## src/rtl/debounce_pkg.sv

```systemverilog
`default_nettype none
// ============================================================================
//  Module   : debounce_pkg
//  Brief    : Shared types and constants for the DIP-switch debouncer.
//  Revision : 1.0 - initial release
// ============================================================================
package debounce_pkg;

    // Debouncer FSM states
    typedef enum logic [0:0] {
        ST_IDLE     = 1'b0,
        ST_SETTLING = 1'b1
    } deb_state_t;

    localparam int DEFAULT_WIDTH         = 8;
    localparam int DEFAULT_STABLE_CYCLES = 100000;

    // Width of a counter able to hold values 0..n
    function automatic int cnt_width(input int n);
        return $clog2(n + 1);
    endfunction

endpackage : debounce_pkg
`default_nettype wire

```

## src/rtl/sync_2ff.sv

```systemverilog
`default_nettype none
// ============================================================================
//  Module   : sync_2ff
//  Brief    : WIDTH-bit two-flop synchroniser for asynchronous inputs.
//  Revision : 1.0 - initial release
// ============================================================================
module sync_2ff #(
    parameter int WIDTH = 8
) (
    input  logic             cmosClock,
    input  logic             resetN,
    input  logic [WIDTH-1:0] i_async,
    output logic [WIDTH-1:0] o_sync
);

    logic [WIDTH-1:0] r_sync1;
    logic [WIDTH-1:0] r_sync2;

    // Two flop stages; only the second one is consumed downstream
    always_ff @(posedge cmosClock) begin
        if (!resetN) begin
            r_sync1 <= '0;
            r_sync2 <= '0;
        end else begin
            r_sync1 <= i_async;
            r_sync2 <= r_sync1;
        end
    end

    assign o_sync = r_sync2;

endmodule : sync_2ff
`default_nettype wire

```

## src/rtl/switch_debouncer.sv

```systemverilog
`default_nettype none
// ============================================================================
//  Module   : switch_debouncer
//  Brief    : Synchronises and debounces a DIP-switch bank as one vector,
//             with a change strobe and a mask of the flipped bits.
//  Revision : 1.0 - initial release
// ============================================================================
module switch_debouncer
    import debounce_pkg::*;
#(
    parameter int WIDTH         = DEFAULT_WIDTH,
    parameter int STABLE_CYCLES = DEFAULT_STABLE_CYCLES
) (
    input  logic             cmosClock,
    input  logic             resetN,
    input  logic [WIDTH-1:0] rawSwitch,
    output logic [WIDTH-1:0] debounced,
    output logic             changed,
    output logic [WIDTH-1:0] changedMask,
    output logic             stable
);

    localparam int                 c_CNT_W = cnt_width(STABLE_CYCLES);
    localparam logic [c_CNT_W-1:0] c_LAST  = c_CNT_W'(STABLE_CYCLES - 1);
    localparam logic [c_CNT_W-1:0] c_ONE   = c_CNT_W'(1);

    logic [WIDTH-1:0]   w_sync;
    deb_state_t         r_state;
    logic [WIDTH-1:0]   r_candidate;
    logic [c_CNT_W-1:0] r_count;
    logic [WIDTH-1:0]   r_debounced;
    logic [WIDTH-1:0]   r_changed_mask;
    logic               r_changed;
    logic               r_stable;

    sync_2ff #(
        .WIDTH (WIDTH)
    ) u_sync (
        .cmosClock (cmosClock),
        .resetN    (resetN),
        .i_async   (rawSwitch),
        .o_sync    (w_sync)
    );

    // Debounce FSM: one shared counter qualifies the whole vector; the
    // stable flag is kept in step with the state register so it is IDLE-true.
    always_ff @(posedge cmosClock) begin
        if (!resetN) begin
            r_state        <= ST_IDLE;
            r_candidate    <= '0;
            r_count        <= '0;
            r_debounced    <= '0;
            r_changed_mask <= '0;
            r_changed      <= 1'b0;
            r_stable       <= 1'b1;
        end else begin
            r_changed <= 1'b0;
            case (r_state)
                ST_IDLE: begin
                    if (w_sync != r_debounced) begin
                        r_candidate <= w_sync;
                        r_count     <= '0;
                        r_state     <= ST_SETTLING;
                        r_stable    <= 1'b0;
                    end
                end
                ST_SETTLING: begin
                    if (w_sync == r_debounced) begin
                        // Glitch fell back to the accepted value
                        r_count  <= '0;
                        r_state  <= ST_IDLE;
                        r_stable <= 1'b1;
                    end else if (w_sync != r_candidate) begin
                        // Bounce to another pattern: restart qualification
                        r_candidate <= w_sync;
                        r_count     <= '0;
                    end else if (r_count == c_LAST) begin
                        r_debounced    <= r_candidate;
                        r_changed_mask <= r_candidate ^ r_debounced;
                        r_changed      <= 1'b1;
                        r_count        <= '0;
                        r_state        <= ST_IDLE;
                        r_stable       <= 1'b1;
                    end else begin
                        r_count <= r_count + c_ONE;
                    end
                end
                default: begin
                    r_count  <= '0;
                    r_state  <= ST_IDLE;
                    r_stable <= 1'b1;
                end
            endcase
        end
    end

    assign debounced   = r_debounced;
    assign changed     = r_changed;
    assign changedMask = r_changed_mask;
    assign stable      = r_stable;

endmodule : switch_debouncer
`default_nettype wire

```

## config.mk

```make
export PLATFORM = sky130hd
export DESIGN_NAME = switch_debouncer
export DESIGN_NICKNAME = d
export VERILOG_FILES = /design/src/rtl/debounce_pkg.sv /design/src/rtl/sync_2ff.sv /design/src/rtl/switch_debouncer.sv
export SDC_FILE = /design/constraint.sdc
export NUM_CORES = 1
export LEC_CHECK = 0
export ABC_AREA = 1
export CORE_MARGIN = 3
export CORE_UTILIZATION = 52
export DETAILED_ROUTE_END_ITERATION = 6
export GPL_ROUTABILITY_DRIVEN = 0
export PLACE_DENSITY = 0.83
export SLEW_MARGIN = 20
export SYNTH_ARGS = -nofsm -noshare
export SYNTH_HDL_FRONTEND = slang
export SYNTH_HIERARCHICAL = 1
export SYNTH_SLANG_ARGS = --single-unit
```

## constraint.sdc

```tcl
create_clock -name cmosClock -period 2.5 [get_ports cmosClock]
set_clock_uncertainty 0.1 [all_clocks]
set_input_delay 0.5 -clock cmosClock [delete_from_list [all_inputs] [get_ports cmosClock]]
set_output_delay 0.5 -clock cmosClock [all_outputs]
set_load 0.01 [all_outputs]
```

# After elaboration in Yosys (flattened, before gate mapping)
# Cells that the tools add are included.
[totals]
n_memories = 0
romBits = 0
output_inout_bits = 18
ramBits = 0
latchBits = 0
ff_bits = 60
[op_classes]
add_sub_neg = 1
multipliers = 0
eq_ne = 9
n_mux = 20
n_shift = 0
reduce_logical = 4
div_mod_pow = 0
magnitude_cmp = 0
n_bitwise = 5
[ops]
columns = ["operator", "count"]
rows = [
  ["$mux 17", 4],
  ["$pmux 17 s2", 1],
  ["$mux 8", 3],
  ["$add 17x1->17 const B", 1],
  ["$eq 17x17->1 const B", 1],
  ["$ne 8x8->1", 2],
  ["$pmux 8 s2", 1],
  ["$mux 1", 9],
  ["$eq 8x8->1", 1],
  ["$xor 8x8->8", 1],
  ["$reduce_and 3->1", 2],
  ["$ne 2x2->1 const B", 2],
  ["$not 1->1", 4],
  ["$pmux 1 s2", 2],
  ["$reduce_and 4->1", 1],
  ["$reduce_or 4->1", 1],
  ["$ne 3x1->1 const B", 1],
  ["$ne 3x3->1 const B", 1],
  ["$ne 2x1->1 const B", 1],
]

# Longest topological paths before layout
[depth]
word_depth = 5
depth_mapped = 12
mapped_depth_nobuf = 11

# Cells and area by module
# Netlist, hierarchy kept.
[modules_own_cells]
columns = ["module", "cells_each", "area_each_um2", "seq_area_each_um2", "n_inst"]
rows = [
  ["switch_debouncer", 391, 2727.6, 880.8, 1],
  ["sync_2ff", 50, 484.2, 320.3, 1],
]

# Worst setup path before layout
# Ideal clock, no wire load.
[synth_timing]
path_type = "reg-to-reg"
startpoint = "register r_count[0]"
endpoint = "register r_debounced[4] (netlist: debounced[4])"
synth_period_minus_slack_ps = 1697
setup_slack_ps = 803
arrival_time_ps = 1464
setup_time_ps = 132
n_path_buf = 1
path_stages_with_launch = 12
path_cell_list = "dfxtp_1 -> ha_1 -> nand2_1 -> inv_1 -> nand2_1 -> nor2_1 -> nand3_1 -> nor2_4 -> nand3_4 -> buf_6 -> nand2_1 -> a21oi_1"
[synth_via]
elab_chain_len = 2
[synth_lines]
columns = ["element", "line_no", "rtl"]
rows = [
  ["start, declared", "switch_debouncer.sv:30", "logic [c_CNT_W-1:0] r_count;"],
  ["start signal, assigned", "switch_debouncer.sv:85", "r_count <= r_count + c_ONE;"],
  ["$eq 17x17->1", "switch_debouncer.sv:77", "end else if (r_count == c_LAST) begin"],
  ["$reduce_and 4->1 (no source line)", "--", ""],
  ["end signal, assigned", "switch_debouncer.sv:78", "r_debounced <= r_candidate;"],
  ["end, declared", "switch_debouncer.sv:31", "logic [WIDTH-1:0] r_debounced;"],
]
# No other way between the ends.
# A chain may end at the register's enable or synchronous reset.

# Worst setup path after layout
[layout_timing]
startpoint = "register r_count[1]"
endpoint = "register r_debounced[7] (netlist: debounced[7])"
# The elaborated chain is that of the path after synthesis.

==> results.toml <==
[floorplan]
io_pins = 28
design.die.area_mm2 = 0.007155
die_w_um = 84.59
die_y_um = 84.59
initial_core_util_pct = 55.93
rows = 27
core-area_mm2 = 0.005743

[clocking]
holdBufCountCts = 0
cts.clk_slew.worst_paths_ns = 0.07
cts_resized = 0
cts_num_sinks = 60
postCtsSetupBuffers = 0
cts_max_path_buffers = 2
cts_tree = "built"
numCtsBuffers = 9
clockRootBuffer = "clkbuf_8"
htree_levels = 3
clock_latency_ns = 0.35

[power]
p_leak_nw = 1.507
power.density_mw_per_mm2 = 574.6
ir_drop_mv = 0.3668

[synth]
synth.top_cell.area_share_pct = 37.40
synth_seq_cells = 60
synth_cells = 441
yosys.area.top_type = "dfxtp_1"
synth_edf_count = 0
netlist_top_cells_area = "dfxtp_1, nand2_1, inv_1"
synth_common_cells = "nand2_1, dfxtp_1, inv_1"
ys.flop_type = "dfxtp_1"
yosysMostFrequentCell = "nand2_1"
synthArstFlopShare_pct = 0
yosysWarnings = 6
synth_area_per_cell_um2 = 7.283
syn_area_mm2 = 0.003212
syn_nets = 452
seq_area_frac_synth_pct = 37.40
synth_cell_types = 33

[cells_and_area]
multi_input_area_mm2 = 0.001603
fin_cells = 544
antennaDiodeCount = 0
drive_gt1_share_pct = 14.19
post-route-util_pct = 63.07
syn2layout_area_growth_pct = 12.78
seqCellArea_mm2 = 0.001201
finish.net_count = 478
n_fill_cell = 510

[critical_path]
path_cells = "ha_1 -> nand2_1 -> inv_1 -> nand2_1 -> nor2_1 -> nand3_1 -> nor2_4 -> nand3_4 -> nand2_1 -> a21oi_1"
path_class = "reg -> reg"
cp.arrival_ns = 2.20
critPathSlowestCell = "dfxtp_1"
startpoint_type = "register"
crit_top_cell = "nand2_1"
max_stage_delay_ns = 0.36
crit_required_ns = 2.63
worst_setup_path_end_kind = "register"
crit_path_max_fanout = 17

[routing]
vias_per_cell = 5.011
first_pass_iters = 4
ant_nets = 0
drc = 0
vias = 2726
drtIter0Drc = 235
detail_route.wl_per_cell_um = 11.52
routed_wl_um = 6269

[placed_design]
dp.cells = 528
dp_hpwl_um = 4499
io_buffer_count = 27
dpl_worst_slack_ns = 0.4599

[global_routing]
gr-total-overflow = 0
antenna_found_initial = 0
grt-busiest-layer = "met2"
grt_usage_pct = 18.17
grtUsageMet2_pct = 27.54
grt_max_degree = 24
grt_pass1_wl_um = 10650
use_met3_pct = 4.809
grtUsageMet1_pct = 24.47
grt_pass1_vias = 2390

[sta]
finalCritPeriodShare_pct = 83.00
finalHoldViolCount = 0
worst_slew_pin_slew_ns = 0.4979
fin_setup_tns_ns = 0
setup_violations = 0
fin_crit_ns = 2.075
max_clock_freq_ghz = 0.4820
final_max_slew_viol_count = 0
whs_ns = 0.3122
rsz0062_at_grt = "false"
slew_headroom_pct = 66.73
final.setup.worst_slack_ns = 0.4251

[job]
cap_violations = 0

[outcome]
status = "completed"

[worst_hold_path]
hold_path.class = "reg -> reg"
==> state kept, by name, indices dropped and copies added (netlist names) <==
register,cells
changedMask,8
stable,1
debounced,8
r_count,17
changed,1
u_sync/r_sync1,8
r_state,1
r_candidate,8
u_sync/o_sync,8
==> stage by stage <==
stage	instance area, um2	power [mW]
floorplan	3212	1.290
global placement	3446	1.315
detailed placement	3446	1.327
CTS	3622	2.102
global route	3622	2.180
finish	3622	2.081
==> worst paths after layout <==
check	startpoint	end	slack, ns	depth (start not counted)
setup / recovery	r_count[1]	debounced[7]	0.43	10
hold / removal	u_sync/r_sync1[4]	u_sync/o_sync[4]	0.31	2
setup reg to reg	r_count[1]	debounced[7]	0.43	10
hold reg to reg	u_sync/r_sync1[4]	u_sync/o_sync[4]	0.31	2
==> placed cells by master (no fill, tap or decap) <==
master	netlist	final
ha_1	1	1
clkdlybuf4s50_1	0	27
clkinv_1	1	1
nor3_1	4	4
o31ai_1	1	1
nand2_2	6	6
nor2_1	44	44
a21boi_0	1	1
nor2_8	1	1
nand3_2	9	9
buf_4	1	5
nand4_1	20	20
clkinv_2	0	2
clkinv_4	0	3
a21oi_1	25	25
nand2_4	2	2
nor2_2	4	4
nand3_4	2	2
nor3_2	1	1
nand2_1	111	111
inv_1	57	57
o21ai_0	15	15
clkbuf_8	0	9
nor4_1	1	1
inv_6	0	1
xnor2_1	8	8
dfxtp_1	60	60
and3_1	2	2
nor2_4	5	5
xor2_1	13	13
inv_2	7	7
a21oi_2	9	9
nand3_1	14	14
clkinvlp_4	0	1
==> cells by family (layout without fill, tap and decap cells) <==
family / Yosys count / after routing / share of synthesized area (%)
AOI/OAI and AO/OA: 51 / 51 / 9.155
DFF: 60 / 60 / 37.40
xor gates and xnor gates: 21 / 21 / 5.727
buffers and inverters: 82 / 113 / 12.70
adders and majority gates: 1 / 1 / 0.3895
and+or+nand+nor: 226 / 226 / 34.63
==> layer usage <==
layer / routed length (um) / part of all wire [%] / vias up
met5: 0 / 0 / -
met4: 107 / 1.7 / 0
met3: 288 / 4.6 / 10
met2: 2780 / 44 / 54
met1: 3092 / 49 / 1224
li1: - / - / 1438
==> area by class of cell <==
cell class / instances / area share, %
repair buffers: 32 / 8.497
inverters: 65 / 6.736
well taps: 72 / 2.487
multi-input cells: 299 / 44.25
flip-flops and latches: 60 / 33.16
clock inverters: 7 / 1.451
clock buffers: 9 / 3.420
==> power by group <==
part | switching [mW] | internal (mW) | total [mW]
clock | 0.412 | 0.363 | 0.775
sequential | 0.0471 | 0.989 | 1.04
combinational | 0.172 | 0.0971 | 0.269
total | 0.632 | 1.45 | 2.08
==> worst max-delay path, delay by kind of cell, from the launching register on <==
family                     cells  cell delay [ns]
AOI/OAI and AO/OA              1             0.06
adders and majority gates      1             0.17
buffers and inverters          1             0.08
DFF                            1             0.36
and+or+nand+nor                7             1.19
Note: power is estimated with default switching activity, not from simulation.
